`config.mk`:
```
export PLATFORM = sky130hd
export DESIGN_NAME = input_mem
export DESIGN_NICKNAME = d
export VERILOG_FILES = /design/src/rtl/rotate_pkg.sv /design/src/rtl/imem_byte_ram.sv /design/src/rtl/input_mem.sv
export SDC_FILE = /design/constraint.sdc
export NUM_CORES = 2
export LEC_CHECK = 0
export BUFFER_PORTS_ARGS = -buffer_cell sky130_fd_sc_hd__buf_4
export CORE_MARGIN = 2
export CORE_UTILIZATION = 41
export CTS_CLUSTER_SIZE = 14
export DETAILED_ROUTE_END_ITERATION = 8
export REMOVE_ABC_BUFFERS = 1
export SETUP_SLACK_MARGIN = 0.02
export SLEW_MARGIN = 15
export SYNTH_ARGS = -nofsm -noshare
export SYNTH_HDL_FRONTEND = slang
export SYNTH_SLANG_ARGS = --single-unit
```
`constraint.sdc`:
```
create_clock -name I_IMEM_HCLK -period 6.5 [get_ports I_IMEM_HCLK]
set_clock_uncertainty 0.2 [all_clocks]
set_input_delay 0.975 -clock I_IMEM_HCLK [delete_from_list [all_inputs] [get_ports I_IMEM_HCLK]]
set_output_delay 0.975 -clock I_IMEM_HCLK [all_outputs]
set_load 0.02 [all_outputs]
```
`src/rtl/rotate_pkg.sv`:
```
// Shared constants and IMEM state encoding for the rotate engine buffers.
package rotate_pkg;

    localparam int PIX_BYTES  = 3;
    localparam int WORD_BYTES = 4;
    localparam int NPIX_DEF   = 64;

    typedef enum logic [1:0] {
        IMEM_EMPTY = 2'd0,
        IMEM_FILL  = 2'd1,
        IMEM_FULL  = 2'd2
    } imem_state_t;

    // Number of 32-bit bus words that make up one tile of npix pixels.
    function automatic int imem_nwords(input int npix);
        return (PIX_BYTES * npix) / WORD_BYTES;
    endfunction

endpackage

```
`src/rtl/imem_byte_ram.sv`:
```
// Tile byte store: 4-byte word write port, registered 3-byte pixel read port.
module imem_byte_ram
    import rotate_pkg::*;
#(
    parameter int NPIX = NPIX_DEF,
    parameter int AW   = 6,
    parameter int CW   = 6
) (
    input  logic          i_clk,
    input  logic          i_rst,
    input  logic          i_wr_en,
    input  logic [CW-1:0] i_wr_word,
    input  logic [31:0]   i_wr_data,
    input  logic          i_rd_en,
    input  logic [AW-1:0] i_rd_pix,
    output logic [7:0]    o_rd_b,
    output logic [7:0]    o_rd_g,
    output logic [7:0]    o_rd_r,
    output logic          o_rd_valid
);

    localparam int NBYTES = PIX_BYTES * NPIX;
    localparam int BW     = $clog2(NBYTES);
    localparam logic [AW:0] NPIX_L = NPIX[AW:0];

    logic [7:0]    r_mem [NBYTES];
    logic [BW-1:0] w_wr_base;
    logic [BW-1:0] w_rd_base;
    logic          w_rd_in_range;
    logic [7:0]    r_b;
    logic [7:0]    r_g;
    logic [7:0]    r_r;
    logic          r_valid;

    always_comb begin
        w_wr_base     = BW'(i_wr_word) * BW'(WORD_BYTES);
        w_rd_base     = BW'(i_rd_pix) * BW'(PIX_BYTES);
        w_rd_in_range = ({1'b0, i_rd_pix} < NPIX_L);
    end

    // Storage is deliberately not reset; a tile is always refilled before use.
    always_ff @(posedge i_clk) begin
        if (i_wr_en) begin
            for (int j = 0; j < WORD_BYTES; j++) begin
                r_mem[w_wr_base + BW'(j)] <= i_wr_data[8*j +: 8];
            end
        end
    end

    always_ff @(posedge i_clk) begin
        if (i_rst) begin
            r_valid <= 1'b0;
            r_b     <= 8'h00;
            r_g     <= 8'h00;
            r_r     <= 8'h00;
        end else if (i_rd_en) begin
            r_valid <= 1'b1;
            if (w_rd_in_range) begin
                r_b <= r_mem[w_rd_base];
                r_g <= r_mem[w_rd_base + BW'(1)];
                r_r <= r_mem[w_rd_base + BW'(2)];
            end else begin
                r_b <= 8'h00;
                r_g <= 8'h00;
                r_r <= 8'h00;
            end
        end else begin
            r_valid <= 1'b0;
        end
    end

    assign o_rd_b     = r_b;
    assign o_rd_g     = r_g;
    assign o_rd_r     = r_r;
    assign o_rd_valid = r_valid;

endmodule

```
`src/rtl/input_mem.sv`:
```
// Tile input buffer for the rotate engine: AHB read words in, B/G/R pixels out.
// Optional sticky protocol-error flag O_IMEM_ERR is built when IMEM_ERR_EN is defined.
module input_mem
    import rotate_pkg::*;
#(
    parameter int NPIX = NPIX_DEF,
    parameter int AW   = 6,
    parameter int CW   = 6
) (
    input  logic          I_IMEM_HCLK,
    input  logic          I_IMEM_HRESET,
    input  logic          I_IMEM_START,
    input  logic [31:0]   I_IMEM_RDATA,
    input  logic          I_IMEM_RVALID,
    input  logic          I_IMEM_RD_EN,
    input  logic [AW-1:0] I_IMEM_RD_ADDR,
    input  logic          I_IMEM_RELEASE,
    output logic [7:0]    O_IMEM_PIXEL_B,
    output logic [7:0]    O_IMEM_PIXEL_G,
    output logic [7:0]    O_IMEM_PIXEL_R,
    output logic          O_IMEM_PIXEL_VALID,
    output logic          O_IMEM_FULL,
`ifdef IMEM_ERR_EN
    output logic          O_IMEM_ERR,
`endif
    output logic [CW-1:0] O_IMEM_WORD_CNT
);

    localparam int          NWORDS    = imem_nwords(NPIX);
    localparam logic [CW-1:0] LAST_WORD = CW'(NWORDS - 1);

    imem_state_t   r_state;
    imem_state_t   w_state_nxt;
    logic          r_full;
    logic [CW-1:0] r_word_cnt;
    logic          w_wr_en;
    logic          w_rd_en;
    logic          w_release;

    // State register; FULL is kept as its own flop so the port is registered.
    always_ff @(posedge I_IMEM_HCLK) begin
        if (I_IMEM_HRESET) begin
            r_state <= IMEM_EMPTY;
            r_full  <= 1'b0;
        end else begin
            r_state <= w_state_nxt;
            r_full  <= (w_state_nxt == IMEM_FULL);
        end
    end

    // Next state: START restarts the fill from any state.
    always_comb begin
        w_state_nxt = r_state;
        if (I_IMEM_START) begin
            w_state_nxt = IMEM_FILL;
        end else begin
            case (r_state)
                IMEM_EMPTY: w_state_nxt = IMEM_EMPTY;
                IMEM_FILL: begin
                    if (w_wr_en && (r_word_cnt == LAST_WORD)) begin
                        w_state_nxt = IMEM_FULL;
                    end else begin
                        w_state_nxt = IMEM_FILL;
                    end
                end
                IMEM_FULL: begin
                    if (I_IMEM_RELEASE) begin
                        w_state_nxt = IMEM_EMPTY;
                    end else begin
                        w_state_nxt = IMEM_FULL;
                    end
                end
                default: w_state_nxt = IMEM_EMPTY;
            endcase
        end
    end

    // Output decode: writes only in FILL (START drops the word), reads/release only in FULL.
    always_comb begin
        w_wr_en   = 1'b0;
        w_rd_en   = 1'b0;
        w_release = 1'b0;
        case (r_state)
            IMEM_FILL: w_wr_en = I_IMEM_RVALID && !I_IMEM_START;
            IMEM_FULL: begin
                w_rd_en   = I_IMEM_RD_EN;
                w_release = I_IMEM_RELEASE;
            end
            default: begin
                w_wr_en   = 1'b0;
                w_rd_en   = 1'b0;
                w_release = 1'b0;
            end
        endcase
    end

    // Word counter doubles as the write word index.
    always_ff @(posedge I_IMEM_HCLK) begin
        if (I_IMEM_HRESET) begin
            r_word_cnt <= {CW{1'b0}};
        end else if (I_IMEM_START || w_release) begin
            r_word_cnt <= {CW{1'b0}};
        end else if (w_wr_en) begin
            r_word_cnt <= r_word_cnt + CW'(1);
        end
    end

`ifdef IMEM_ERR_EN
    logic r_err;
    logic w_err_evt;

    always_comb begin
        w_err_evt = (I_IMEM_RVALID  && (r_state != IMEM_FILL)) ||
                    (I_IMEM_RD_EN   && (r_state != IMEM_FULL)) ||
                    (I_IMEM_RELEASE && (r_state != IMEM_FULL));
    end

    // Sticky error flag, cleared only by reset or a new tile.
    always_ff @(posedge I_IMEM_HCLK) begin
        if (I_IMEM_HRESET) begin
            r_err <= 1'b0;
        end else if (I_IMEM_START) begin
            r_err <= 1'b0;
        end else if (w_err_evt) begin
            r_err <= 1'b1;
        end
    end

    assign O_IMEM_ERR = r_err;
`endif

    imem_byte_ram #(
        .NPIX (NPIX),
        .AW   (AW),
        .CW   (CW)
    ) u_ram (
        .i_clk      (I_IMEM_HCLK),
        .i_rst      (I_IMEM_HRESET),
        .i_wr_en    (w_wr_en),
        .i_wr_word  (r_word_cnt),
        .i_wr_data  (I_IMEM_RDATA),
        .i_rd_en    (w_rd_en),
        .i_rd_pix   (I_IMEM_RD_ADDR),
        .o_rd_b     (O_IMEM_PIXEL_B),
        .o_rd_g     (O_IMEM_PIXEL_G),
        .o_rd_r     (O_IMEM_PIXEL_R),
        .o_rd_valid (O_IMEM_PIXEL_VALID)
    );

    assign O_IMEM_FULL     = r_full;
    assign O_IMEM_WORD_CNT = r_word_cnt;

endmodule

```
==> out/metrics.yaml <==
worst_hold_path:
  worst_hold_path_type: "in2reg"
grt:
  grt_pass1_wl_um: 354600
  grt_overflow: 0
  grt_max_degree: 162
  grt_pass1_vias: 47900
  track_usage_pct: 23.43
  antenna_found_initial: 4
critical_path:
  required_ns: 6.95
  cp_cell_sequence: "buf_16 -> ha_1 -> inv_1 -> fa_4 -> xor2_4 -> nor3_1 -> xnor3_4 -> buf_4 -> mux4_2 -> a32oi_1 -> o41ai_1"
  cp_max_fo: 23
  start_kind: "input pin"
  worst_path_largest_cell_delay_ns: 0.82
  critPathArrivalTime_ns: 5.54
  crit_slowest_cell: "xnor3_4"
  critPathKind: "in2reg"
  cp-end-kind: "register"
floorplan:
  rows: 166
  core-area_um2: 205000
  start_util_pct: 41.28
  die_y_um: 458.3
  pin_count: 76
  die_area_um2: 210100
  die_w_um: 458.3
logic_synthesis:
  ys_warn_count: 0
  seq_area_frac_synth_pct: 55.30
  yosysUniqueCellTypes: 57
  synth-seq-cells: 1570
  syn_area_per_cell_um2: 20.87
  ys_async_sr_fraction_pct: 0
  synth_edf_count: 1536
  synth_area_um2: 84630
  netlist_instances: 4055
  synth_top_flop_cell: "edfxtp_1"
detailed_routing:
  drc: 0
  wl_per_cell_um: 35.63
  wl_um: 246100
  vias: 47760
  ant_nets: 0
  drt_pass1_iterations: 6
  viasPerCell: 6.915
  drtIter0Drc: 6141
placement:
  portBuffers: 75
  hpwl_um: 149100
  routabilityCongestion: 0.8410
  dpl_worst_slack_ns: 0.5892
timing:
  hold_ws_ns: 0.1742
  tightest_slew_ns: 1.198
  finalSetupViolCount: 0
  rsz0062_at_grt: "false"
  timing.fmax_mhz: 196.5
  maxSlewHeadroom_pct: 19.95
  slew_viol_final: 0
  finalCriticalPeriod_ns: 5.088
  tns_ns: 0
  final-hold-violation-count: 0
  setup_ws_ns: 1.412
  fin_crit_sh_pct: 78.27
clock_tree:
  clock_path_buffers: 3
  insertion_delay_ns: 0.81
  post_cts_buffers: 0
  cts_root_buffer: "clkbuf_16"
  cts_buffers: 171
  hold_buffers: 0
  clkSinkCount: 1570
  clk_pin_slew_ns: 0.06
  htree_levels: 4
  cts_tree: "built"
  cts_resized: 0
cells_and_area:
  num-fill-cells: 16790
  final_layout_size_suffix_gt1_share_pct: 46.73
  nets: 4132
  syn2layout_area_growth_pct: 11.76
  final_common_cell: "edfxtp_1"
  final_cell_mix: "edfxtp_1, mux4_2, buf_4"
pwr:
  leakagePower_nw: 28.97
  power.total_mw: 26.53
  vdd_drop_max_v: 0.0002657
  powerDensity_nw_per_um2: 280.5
run:
  cap_violations: 0
status:
  status: "finished clean"
cell usage after synthesis (3+ instances only):
cell      instances  area [um^2]
mux2i_1         100         1001
o31ai_1           4        30.03
a221oi_1          4        35.03
edfxtp_1       1536        46120
buf_1            26        97.59
nor2_1          107        401.6
xnor2_1          14        122.6
and3_1           11        68.82
buf_2           155        775.7
nor4_1            3        18.77
o211ai_1         12        90.09
mux4_2         1397        31460
xor2_1            6        52.55
a21oi_1          64        320.3
buf_4            52        390.4
nand2b_1          3        18.77
nand3_1          30        150.1
a211o_1           3        26.28
ha_1             14        175.2
nand4_1           3        18.77
o21ai_0          26        130.1
nor2b_1          15        93.84
clkbuf_1        138        518.0
a211oi_1         30        225.2
a311oi_1         12        105.1
and2_1            4        25.02
mux2_2           28        315.3
a31oi_1          12        75.07
a22oi_1           5        37.54
inv_1            12        45.04
nand2_1         151        566.8
nor3_1           10        50.05
dfxtp_1          34        680.7
xnor2_2           3        48.80
critical path: cells and delay by family:
family,cells,cell delay [ns]
compound gates,2,0.75
xor+xnor,2,1.04
fa+ha+maj,2,0.80
buf+inv,3,0.66
mux,1,0.61
simple gates,1,0.62
sequential cells by signal, indices dropped and copies added (netlist names):
signal / count
u_ram.r_mem: 1536
u_ram.o_rd_b: 8
u_ram.o_rd_g: 8
u_ram.o_rd_r: 8
O_IMEM_WORD_CNT: 6
r_state: 2
O_IMEM_FULL: 1
u_ram.o_rd_valid: 1
metal layers:
layer  vias to the layer above  GRT usage (%)  wire length (um)
li1                      18330              -                 -
met1                     26240          32.56             96470
met2                      2778          37.22            118400
met3                       413          4.489             22210
met4                         4          8.195              8979
met5                         -              0                34
power breakdown:
| part | leakage (nW) | internal (mW) | switching [mW] |
|---|---|---|---|
| logic | 12.1 | 2.37 | 3.02 |
| clock network | 2.81 | 5.98 | 4.05 |
| registers | 14.1 | 11.1 | 0.00398 |
| total | 29.0 | 19.5 | 7.08 |
cells by family (layout without fill, tap and decap cells):
group	count (synthesis)	in the layout	share of synthesized area (%)
DFF	1570	1570	55.30
AOI/OAI and AO/OA	187	187	1.438
adders and majority gates	15	15	0.2306
muxes	1525	1525	38.73
buffers and inverters	386	549	2.189
and+or+nand+nor	346	346	1.752
xor gates and xnor gates	26	26	0.3563
other	0	1	0
through the flow:
step,instances,utilization (%),instance area (um^2)
after floorplan,3682,-,82830
after detailed placement,6586,43.30,88770
after global placement,6585,43.29,88740
after global routing,6907,46.14,94590
after CTS,6904,46.12,94540
final,6907,46.14,94590
path summary, 6_finish.rpt:
path,start,cells past startpoint,end,slack (ns)
max,I_IMEM_RD_ADDR[0],11,u_ram.o_rd_r[3],1.41
min reg2reg,u_ram.o_rd_r[7],2,u_ram.o_rd_r[7],0.28
min,I_IMEM_START,2,r_state[1],0.17
max reg2reg,O_IMEM_WORD_CNT[3],8,O_IMEM_FULL,2.67
final cells by class:
cell class | instances | area, um^2 | area share [%]
clock inverters | 101 | 1142 | 1.208
multi-input cells | 2099 | 36540 | 38.63
inverters | 13 | 50.05 | 0.05291
repair buffers | 218 | 2064 | 2.183
well taps | 2688 | 3363 | 3.556
flip-flops and latches | 1570 | 46800 | 49.48
diodes | 1 | 2.502 | 0.002646
clock buffers | 217 | 4627 | 4.892
Power figures use the tool's default switching activity.
